File: src/rtl/mem_arbiter_rr_if.sv
// Requester and memory-side bundle for mem_arbiter_rr; slave is the arbiter's view,
// master is the view of whatever drives the requests and models the memory.
interface mem_arbiter_rr_if #(
  parameter int NUM_PORTS = 2,
  parameter int ADDR_W    = 16,
  parameter int DATA_W    = 16
);
  logic [NUM_PORTS-1:0]        req;
  logic [NUM_PORTS-1:0]        wr;
  logic [NUM_PORTS*ADDR_W-1:0] addr;
  logic [NUM_PORTS*DATA_W-1:0] wdata;
  logic [NUM_PORTS-1:0]        grant;
  logic [NUM_PORTS-1:0]        done;
  logic [DATA_W-1:0]           rdata;
  logic                        err;
  logic                        busy;
  logic                        mem_en;
  logic                        mem_wr;
  logic [ADDR_W-1:0]           mem_addr;
  logic [DATA_W-1:0]           mem_wdata;
  logic [DATA_W-1:0]           mem_rdata;
  logic                        mem_valid;

  modport slave (
    input  req, wr, addr, wdata, mem_rdata, mem_valid,
    output grant, done, rdata, err, busy, mem_en, mem_wr, mem_addr, mem_wdata
  );

  modport master (
    output req, wr, addr, wdata, mem_rdata, mem_valid,
    input  grant, done, rdata, err, busy, mem_en, mem_wr, mem_addr, mem_wdata
  );
endinterface

File: src/rtl/mem_arbiter_rr.sv
// NUM_PORTS-way arbiter onto one single-ported memory with a read watchdog.
// Fixed priority (port 0 first) by default; define ARB_RR_EN for round-robin.
module mem_arbiter_rr #(
  parameter int NUM_PORTS = 2,
  parameter int ADDR_W    = 16,
  parameter int DATA_W    = 16,
  parameter int TIMEOUT   = 15
) (
  input logic             i_clk,
  input logic             i_rst_n,
  mem_arbiter_rr_if.slave bus
);
  localparam int IDX_W = $clog2(NUM_PORTS);
  localparam int CNT_W = $clog2(TIMEOUT + 1);

  typedef enum logic [1:0] {S_IDLE, S_ISSUE, S_WAIT, S_DONE} state_e;

  state_e               r_state;
  logic [NUM_PORTS-1:0] r_grant;
  logic [NUM_PORTS-1:0] r_done;
  logic [DATA_W-1:0]    r_rdata;
  logic                 r_err;
  logic                 r_busy;
  logic                 r_mem_en;
  logic                 r_mem_wr;
  logic [ADDR_W-1:0]    r_mem_addr;
  logic [DATA_W-1:0]    r_mem_wdata;
  logic [CNT_W-1:0]     r_cnt;

  logic                              w_win_vld;
  logic [IDX_W-1:0]                  w_win_idx;
  logic [NUM_PORTS-1:0][ADDR_W-1:0]  w_addr;
  logic [NUM_PORTS-1:0][DATA_W-1:0]  w_wdata;

  assign w_addr  = bus.addr;
  assign w_wdata = bus.wdata;

`ifdef ARB_RR_EN
  logic [IDX_W-1:0] r_last;

  // Walk from the highest search offset down so the first hit after last wins.
  always_comb begin
    logic [IDX_W-1:0] v_p;
    v_p       = '0;
    w_win_vld = 1'b0;
    w_win_idx = '0;
    for (int k = NUM_PORTS - 1; k >= 0; k--) begin
      v_p = IDX_W'((int'(r_last) + 1 + k) % NUM_PORTS);
      if (bus.req[v_p]) begin
        w_win_vld = 1'b1;
        w_win_idx = v_p;
      end
    end
  end
`else
  always_comb begin
    w_win_vld = 1'b0;
    w_win_idx = '0;
    for (int k = NUM_PORTS - 1; k >= 0; k--) begin
      if (bus.req[k]) begin
        w_win_vld = 1'b1;
        w_win_idx = IDX_W'(k);
      end
    end
  end
`endif

  // The mem_* registers double as the latched command for the whole transaction.
  always_ff @(posedge i_clk or negedge i_rst_n) begin
    if (!i_rst_n) begin
      r_state     <= S_IDLE;
      r_grant     <= '0;
      r_done      <= '0;
      r_rdata     <= '0;
      r_err       <= 1'b0;
      r_busy      <= 1'b0;
      r_mem_en    <= 1'b0;
      r_mem_wr    <= 1'b0;
      r_mem_addr  <= '0;
      r_mem_wdata <= '0;
      r_cnt       <= '0;
`ifdef ARB_RR_EN
      r_last      <= IDX_W'(NUM_PORTS - 1);
`endif
    end else begin
      r_done   <= '0;
      r_err    <= 1'b0;
      r_mem_en <= 1'b0;
      case (r_state)
        S_IDLE: begin
          if (w_win_vld) begin
            r_state     <= S_ISSUE;
            r_grant     <= NUM_PORTS'(1) << w_win_idx;
            r_busy      <= 1'b1;
            r_mem_en    <= 1'b1;
            r_mem_wr    <= bus.wr[w_win_idx];
            r_mem_addr  <= w_addr[w_win_idx];
            r_mem_wdata <= w_wdata[w_win_idx];
`ifdef ARB_RR_EN
            r_last      <= w_win_idx;
`endif
          end
        end
        S_ISSUE: begin
          if (r_mem_wr) begin
            r_state <= S_DONE;
            r_done  <= r_grant;
          end else begin
            r_state <= S_WAIT;
            r_cnt   <= '0;
          end
        end
        S_WAIT: begin
          if (bus.mem_valid) begin
            r_state <= S_DONE;
            r_rdata <= bus.mem_rdata;
            r_done  <= r_grant;
          end else if (r_cnt == CNT_W'(TIMEOUT)) begin
            r_state <= S_DONE;
            r_rdata <= '0;
            r_err   <= 1'b1;
            r_done  <= r_grant;
          end else if (r_cnt != {CNT_W{1'b1}}) begin
            r_cnt <= r_cnt + 1'b1;
          end
        end
        S_DONE: begin
          r_state <= S_IDLE;
          r_grant <= '0;
          r_busy  <= 1'b0;
        end
        default: r_state <= S_IDLE;
      endcase
    end
  end

  assign bus.grant     = r_grant;
  assign bus.done      = r_done;
  assign bus.rdata     = r_rdata;
  assign bus.err       = r_err;
  assign bus.busy      = r_busy;
  assign bus.mem_en    = r_mem_en;
  assign bus.mem_wr    = r_mem_wr;
  assign bus.mem_addr  = r_mem_addr;
  assign bus.mem_wdata = r_mem_wdata;
endmodule
File: src/flat_wrapper.sv
// flat-port wrapper written by rule: the top's interface ports become plain ports
module mem_arbiter_rr_flat 
#(
  parameter int NUM_PORTS = 2,
  parameter int ADDR_W    = 16,
  parameter int DATA_W    = 16,
  parameter int TIMEOUT   = 15
)
  (i_clk, i_rst_n, bus_req, bus_wr, bus_addr, bus_wdata, bus_mem_rdata, bus_mem_valid, bus_grant, bus_done, bus_rdata, bus_err, bus_busy, bus_mem_en, bus_mem_wr, bus_mem_addr, bus_mem_wdata);
  mem_arbiter_rr_if #(.NUM_PORTS(NUM_PORTS), .ADDR_W(ADDR_W), .DATA_W(DATA_W)) bus_i ();
  input logic i_clk;
  input logic i_rst_n;
  input wire logic [$bits(bus_i.req)-1:0] bus_req;
  input wire logic [$bits(bus_i.wr)-1:0] bus_wr;
  input wire logic [$bits(bus_i.addr)-1:0] bus_addr;
  input wire logic [$bits(bus_i.wdata)-1:0] bus_wdata;
  input wire logic [$bits(bus_i.mem_rdata)-1:0] bus_mem_rdata;
  input wire logic [$bits(bus_i.mem_valid)-1:0] bus_mem_valid;
  output wire logic [$bits(bus_i.grant)-1:0] bus_grant;
  output wire logic [$bits(bus_i.done)-1:0] bus_done;
  output wire logic [$bits(bus_i.rdata)-1:0] bus_rdata;
  output wire logic [$bits(bus_i.err)-1:0] bus_err;
  output wire logic [$bits(bus_i.busy)-1:0] bus_busy;
  output wire logic [$bits(bus_i.mem_en)-1:0] bus_mem_en;
  output wire logic [$bits(bus_i.mem_wr)-1:0] bus_mem_wr;
  output wire logic [$bits(bus_i.mem_addr)-1:0] bus_mem_addr;
  output wire logic [$bits(bus_i.mem_wdata)-1:0] bus_mem_wdata;
  assign bus_i.req = bus_req;
  assign bus_i.wr = bus_wr;
  assign bus_i.addr = bus_addr;
  assign bus_i.wdata = bus_wdata;
  assign bus_i.mem_rdata = bus_mem_rdata;
  assign bus_i.mem_valid = bus_mem_valid;
  assign bus_grant = bus_i.grant;
  assign bus_done = bus_i.done;
  assign bus_rdata = bus_i.rdata;
  assign bus_err = bus_i.err;
  assign bus_busy = bus_i.busy;
  assign bus_mem_en = bus_i.mem_en;
  assign bus_mem_wr = bus_i.mem_wr;
  assign bus_mem_addr = bus_i.mem_addr;
  assign bus_mem_wdata = bus_i.mem_wdata;
  mem_arbiter_rr #(.NUM_PORTS(NUM_PORTS), .ADDR_W(ADDR_W), .DATA_W(DATA_W), .TIMEOUT(TIMEOUT)) u_core (.i_clk(i_clk), .i_rst_n(i_rst_n), .bus(bus_i));
endmodule
File: config.mk
export PLATFORM = sky130hd
export DESIGN_NAME = mem_arbiter_rr_flat
export DESIGN_NICKNAME = d
export VERILOG_FILES = /design/src/rtl/mem_arbiter_rr_if.sv /design/src/rtl/mem_arbiter_rr.sv /design/src/flat_wrapper.sv
export SDC_FILE = /design/constraint.sdc
export NUM_CORES = 1
export LEC_CHECK = 0
export ABC_AREA = 1
export BUFFER_PORTS_ARGS = -buffer_cell sky130_fd_sc_hd__buf_2
export CORE_MARGIN = 2
export CORE_UTILIZATION = 45
export DETAILED_ROUTE_END_ITERATION = 10
export HOLD_SLACK_MARGIN = 0.02
export PLACE_DENSITY = 0.91
export SYNTH_ARGS = -nofsm -noshare
export SYNTH_HDL_FRONTEND = slang
export SYNTH_SLANG_ARGS = --single-unit
File: constraint.sdc
create_clock -name i_clk -period 1.7 [get_ports i_clk]
set_input_delay 0.085 -clock i_clk [delete_from_list [all_inputs] [get_ports i_clk]]
set_output_delay 0.085 -clock i_clk [all_outputs]
set_load 0.01 [all_outputs]
After elaboration in Yosys (flattened, before gate mapping)

Cells that the tools add are included.

Bits in registers: 62
Input port bits: 87
Output and inout bits: 56
Word-level logic and storage cells: 68

Add/sub/neg operators: 1
$lt $le $gt $ge: 1
Equality and inequality tests: 11
Shifts and indexed selects: 1
Mux-type cells: 34
Reduce and logical (&&, ||, !) cells: 9

Operator list:

| kind                  | count |
|---|---|
| $mux W16              | 6 |
| $mux W4               | 4 |
| $mux W2               | 7 |
| $mux W1               | 12 |
| $pmux W2 S2           | 2 |
| $pmux W2 S4           | 1 |
| $pmux W4 S2           | 1 |
| $reduce_and A2 Y1     | 4 |
| $ne A2 B2 Y1 const B  | 3 |
| $reduce_bool A2 Y1    | 3 |
| $reduce_and A5 Y1     | 1 |
| $add A4 B1 Y4 const B | 1 |
| $eq A2 B2 Y1 const B  | 2 |
| $eq A4 B4 Y1 const B  | 1 |
| $ne A2 B1 Y1 const B  | 2 |
| $ne A4 B4 Y1 const B  | 1 |
| $ne A3 B2 Y1 const B  | 1 |
| $eq A2 B1 Y1 const B  | 1 |
| $logic_not A2 Y1      | 1 |
| $lt A1 B2 Y1 const B  | 1 |
| $pmux W1 S2           | 1 |
| $shl A1 B1 Y2 const A | 1 |

Longest topological paths before layout

Depth in word-level cells: 5
Mapped depth: 9
Mapped depth without buffers: 9

Least setup slack after synthesis

OpenSTA, ideal clock, no wires.

Path type: reg2reg
Start point: reg u_core.r_state[0]
End point: reg u_core.r_rdata[10] (netlist: u_core.bus.rdata[10])
Arrival time: 1.285 ns
Required time: 1.634 ns
Path slack: 0.348 ns
Stages on the path, launching flop included: 7
Buffers on the path: 2
Cells stage by stage: dfrtp_1 -> inv_1 -> ha_1 -> buf_2 -> buf_2 -> nand3_1 -> nand2_1

Cells in the longest elaborated chain, start to end: 2

Ends and longest elaborated chain:

| element                     | line                  | source |
|---|---|---|
| start: declaration          | mem_arbiter_rr.sv:18  | `state_e r_state;` |
| start signal: assignment    | mem_arbiter_rr.sv:71  | `r_state <= S_IDLE;` |
| start signal: assignment    | mem_arbiter_rr.sv:92  | `r_state <= S_ISSUE;` |
| start signal: assignment    | mem_arbiter_rr.sv:106 | `r_state <= S_DONE;` |
| $eq A2 B2 Y1                | mem_arbiter_rr.sv:89  | `case (r_state)` |
| $reduce_and A2 Y1 (no line) | n/a                   |  |
| end signal: assignment      | mem_arbiter_rr.sv:116 | `r_rdata <= bus.mem_rdata;` |
| end: declaration            | mem_arbiter_rr.sv:21  | `logic [DATA_W-1:0] r_rdata;` |

No other way between the ends.
A chain may end at the register's enable or synchronous reset.

Worst setup path after layout

Start point: reg u_core.r_state[0]
End point: reg u_core.r_cnt[0]

Cells in the longest elaborated chain, start to end: 3

Ends and longest elaborated chain:

| element                                             | line                  | source |
|---|---|---|
| $eq A2 B2 Y1 / $eq A2 B1 Y1 (equally long branches) | mem_arbiter_rr.sv:89  |  |
| $ne A2 B2 Y1 (no line) (tied with other cells)      | n/a                   |  |
| $reduce_and A5 Y1 (no line)                         | n/a                   |  |
| end signal: assignment                              | mem_arbiter_rr.sv:124 | `r_cnt <= r_cnt + 1'b1;` |
| end: declaration                                    | mem_arbiter_rr.sv:28  | `logic [CNT_W-1:0] r_cnt;` |

Parallel ways exist; a longest one is shown, timed or not.

==> results_dict.tcl <==
set metrics [dict create \
    fin_crit_sh_pct 90.5 \
    synth_commonest_cells "nand2_1 (92), dfrtp_1 (62), o21ai_1 (57)" \
    status "finished, final reports clean" \
    r2r_end "u_core.r_cnt[0]" \
    hold_depth 3 \
    synthMostInstantiatedCell "nand2_1" \
    drc_errors 0 \
    crit_fanout 5 \
    cp_data_arrival_time_ns 1.80 \
    r2r_cells 8 \
    seq_area_frac_synth_pct 54.9 \
    via_per_inst 5.11 \
    slowest_stage "dfrtp_1" \
    routed_wirelength_um 8080 \
    placement.io_buffers 142 \
    yosys_register_bits 62 \
    post_cts_buffers 0 \
    grt_max_degree 63 \
    worst-endpoint-required_ns 1.96 \
    p_leak_uw 0.00223 \
    yosys_warnings 0 \
    synth_cells 337 \
    antenna_found_initial 0 \
    hold_class "in2reg" \
    synth_top_cells_by_area "dfrtp_1 (55%), nand2_1 (12%), o21ai_1 (10%)" \
    synth.distinct_cells 21 \
    die_y_um 83.3 \
    grtUsageTotal_pct 23.3 \
    cpPeakStageDelay_ns 0.41 \
    synth_top_area_share_pct 54.9 \
    synth_top_area_cell "dfrtp_1" \
    max_freq_mhz 650 \
    worstSetupPathType "reg2reg" \
    setup_viol 0 \
    start_util_pct 47.2 \
    p_per_area_mw_per_mm2 1580 \
    hpwl_um 5200 \
    placedCellCount 544 \
    drv_cap 0 \
    fin_cells 588 \
    ir_drop_v 0.000876 \
    synthArstFlopShare_pct 100 \
    grt-ovfl-total 0 \
    wire_per_inst_um 13.7 \
    post-route-util_pct 68.1 \
    hp-start "bus_addr[24]" \
    drtIter0Drc 180 \
    place_congestion 0.834 \
    worst_setup_path_start_kind "register" \
    ant_nets 0 \
    drive_gt1_share_pct 32.9 \
    setup-tns-final_ns 0 \
    area_growth_pct 44.4 \
    rr_startpoint "u_core.r_state[0]" \
    crit_path_frequent_cell "inv_1" \
    path_cells "inv_1, ha_1, inv_1, nor2_1, inv_1, nor2_1, nand2_1, nand2_1" \
    insertion_delay_ns 0.32 \
    ctsHtreeMaxLevel 3 \
    hold_viol_final 0 \
    rsz0062_at_grt "false" \
    drt_pass1_iterations 5 \
    grt_pass1_wl_um 13300 \
    fp.dieW_um 83.3 \
    nets 603 \
    synth_edf_count 0 \
    core-area_sq_mm 0.00599 \
    grt_pass1_vias 2941 \
    vias 3007 \
    period_minus_slack_ns 1.54 \
    slew_viol_final 0 \
    numCtsBuffers 9 \
    netlist_area_sq_mm 0.00283 \
    fin_skew_ns 0.00504 \
    synth_ff_type "dfrtp_1" \
    cts_max_path_buffers 2 \
    cts_sinks 62 \
    min_to "u_core.bus.mem_addr[8]" \
    cts_tree "yes" \
    dieArea_sq_mm 0.00693 \
    syn_nets 430 \
    antennaDiodeCount 0 \
    root_buffer "clkbuf_8" \
    avgSynthCellArea_sq_um 8.39 \
    clk_pin_slew_ns 0.06 \
    cp-end-kind "register" \
    ios 143 \
    rrSetupSlack_ns 0.16 \
    slew_headroom_pct 61.8 \
    worstMarginPinSlew_ns 0.572 \
    rows 28 \
]
## where the power goes
group	switching (uW)	total, uW	internal, uW
Clock	504	1130	631
Sequential	361	2500	2130
Combinational	1700	2840	1140
Total	2560	6470	3910
## repair_timing
action	in CTS	in global routing
hold endpoints to repair	90	0
endpoints found under the setup margin	0	15
resized for setup	0	1
hold buffers	29	0
## how the worst max path moves through the flow
stage | cells past startpoint | slack (ns) | to | start
6_report | 8 | 0.16 | u_core.r_cnt[0] | u_core.r_state[0]
5_1_grt | 5 | 0.01 | u_core.bus.mem_wdata[15] | u_core.r_state[0]
4_1_cts | 5 | 0.12 | u_core.bus.mem_addr[15] | u_core.r_state[0]
3_5_place_dp | 5 | 0.09 | u_core.bus.mem_addr[0] | u_core.r_state[0]
3_3_place_gp | 5 | 0.16 | u_core.bus.mem_addr[0] | u_core.r_state[0]
2_1_floorplan | 6 | 0.35 | u_core.bus.rdata[10] | u_core.r_state[0]
## layout make-up
cell class | instances | area, sq um
inverter | 16 | 60.1
fill | 463 | 1910
timing repair buffer | 178 | 1070
sequential | 62 | 1550
multi-input combinational | 243 | 1140
clock buffer | 13 | 169
clock inverter | 1 | 5.00
tap | 75 | 93.8
## sequential cells by signal, indices dropped and copies added (netlist names)
signal and count:
u_core.bus.busy 1, u_core.bus.done 2, u_core.bus.err 1, u_core.bus.grant 2, u_core.bus.mem_addr 16, u_core.bus.mem_en 1
u_core.bus.mem_wdata 16, u_core.bus.mem_wr 1, u_core.bus.rdata 16, u_core.r_cnt 4, u_core.r_state 2
## layer usage
metal / share of wire, % / routed length (um) / vias to the layer above / GRT usage [%]
met3: 7.7 / 622 / 13 / 5.17
met1: 40 / 3250 / 1393 / 27.4
met5: 0 / 0 / - / 0
met2: 51 / 4080 / 158 / 41.6
li1: - / - / 1443 / -
met4: 1.5 / 123 / 0 / 8.64
## per-stage QoR
step	hold slack (ns)	total power (uW)	area [sq um]	setup WS, ns
after floorplan	-0.211	4140	2830	0.348
after global placement	0.115	5120	3600	0.161
after detailed placement	0.118	5230	3600	0.0916
after CTS	0.0215	6440	4070	0.117
after global routing	0.0271	6960	4080	0.0136
final	0.0284	6470	4080	0.162
## layout by cell type (no fill, tap or decap), drive strengths merged
cell type,synthesis,routed
buf,16,149
nand2,93,93
o21ai,71,71
dfrtp,62,62
nor2,42,42
dlygate4sd3,0,29
nand3,23,23
inv,16,16
clkbuf,1,13
ha,6,6
o21a,2,3
nand4,2,2
nor3,1,1
nand3b,1,1
xnor2,1,1
clkinv,0,1
## cells by family (layout without fill, tap and decap cells)
kind of cell,count (synthesis),in the layout,synth area share [%]
compound gates,73,74,13.5
xor+xnor,1,1,0.310
fa+ha+maj,6,6,2.65
buf+inv,33,208,5.44
flops,62,62,54.9
simple gates,162,162,23.2
## critical path: cells and delay by family (launching register included)
family | cells | cell delay, ns
buf+inv | 3 | 0.23
fa+ha+maj | 1 | 0.31
flops | 1 | 0.41
simple gates | 4 | 0.53
Power figures use the tool's default switching activity.
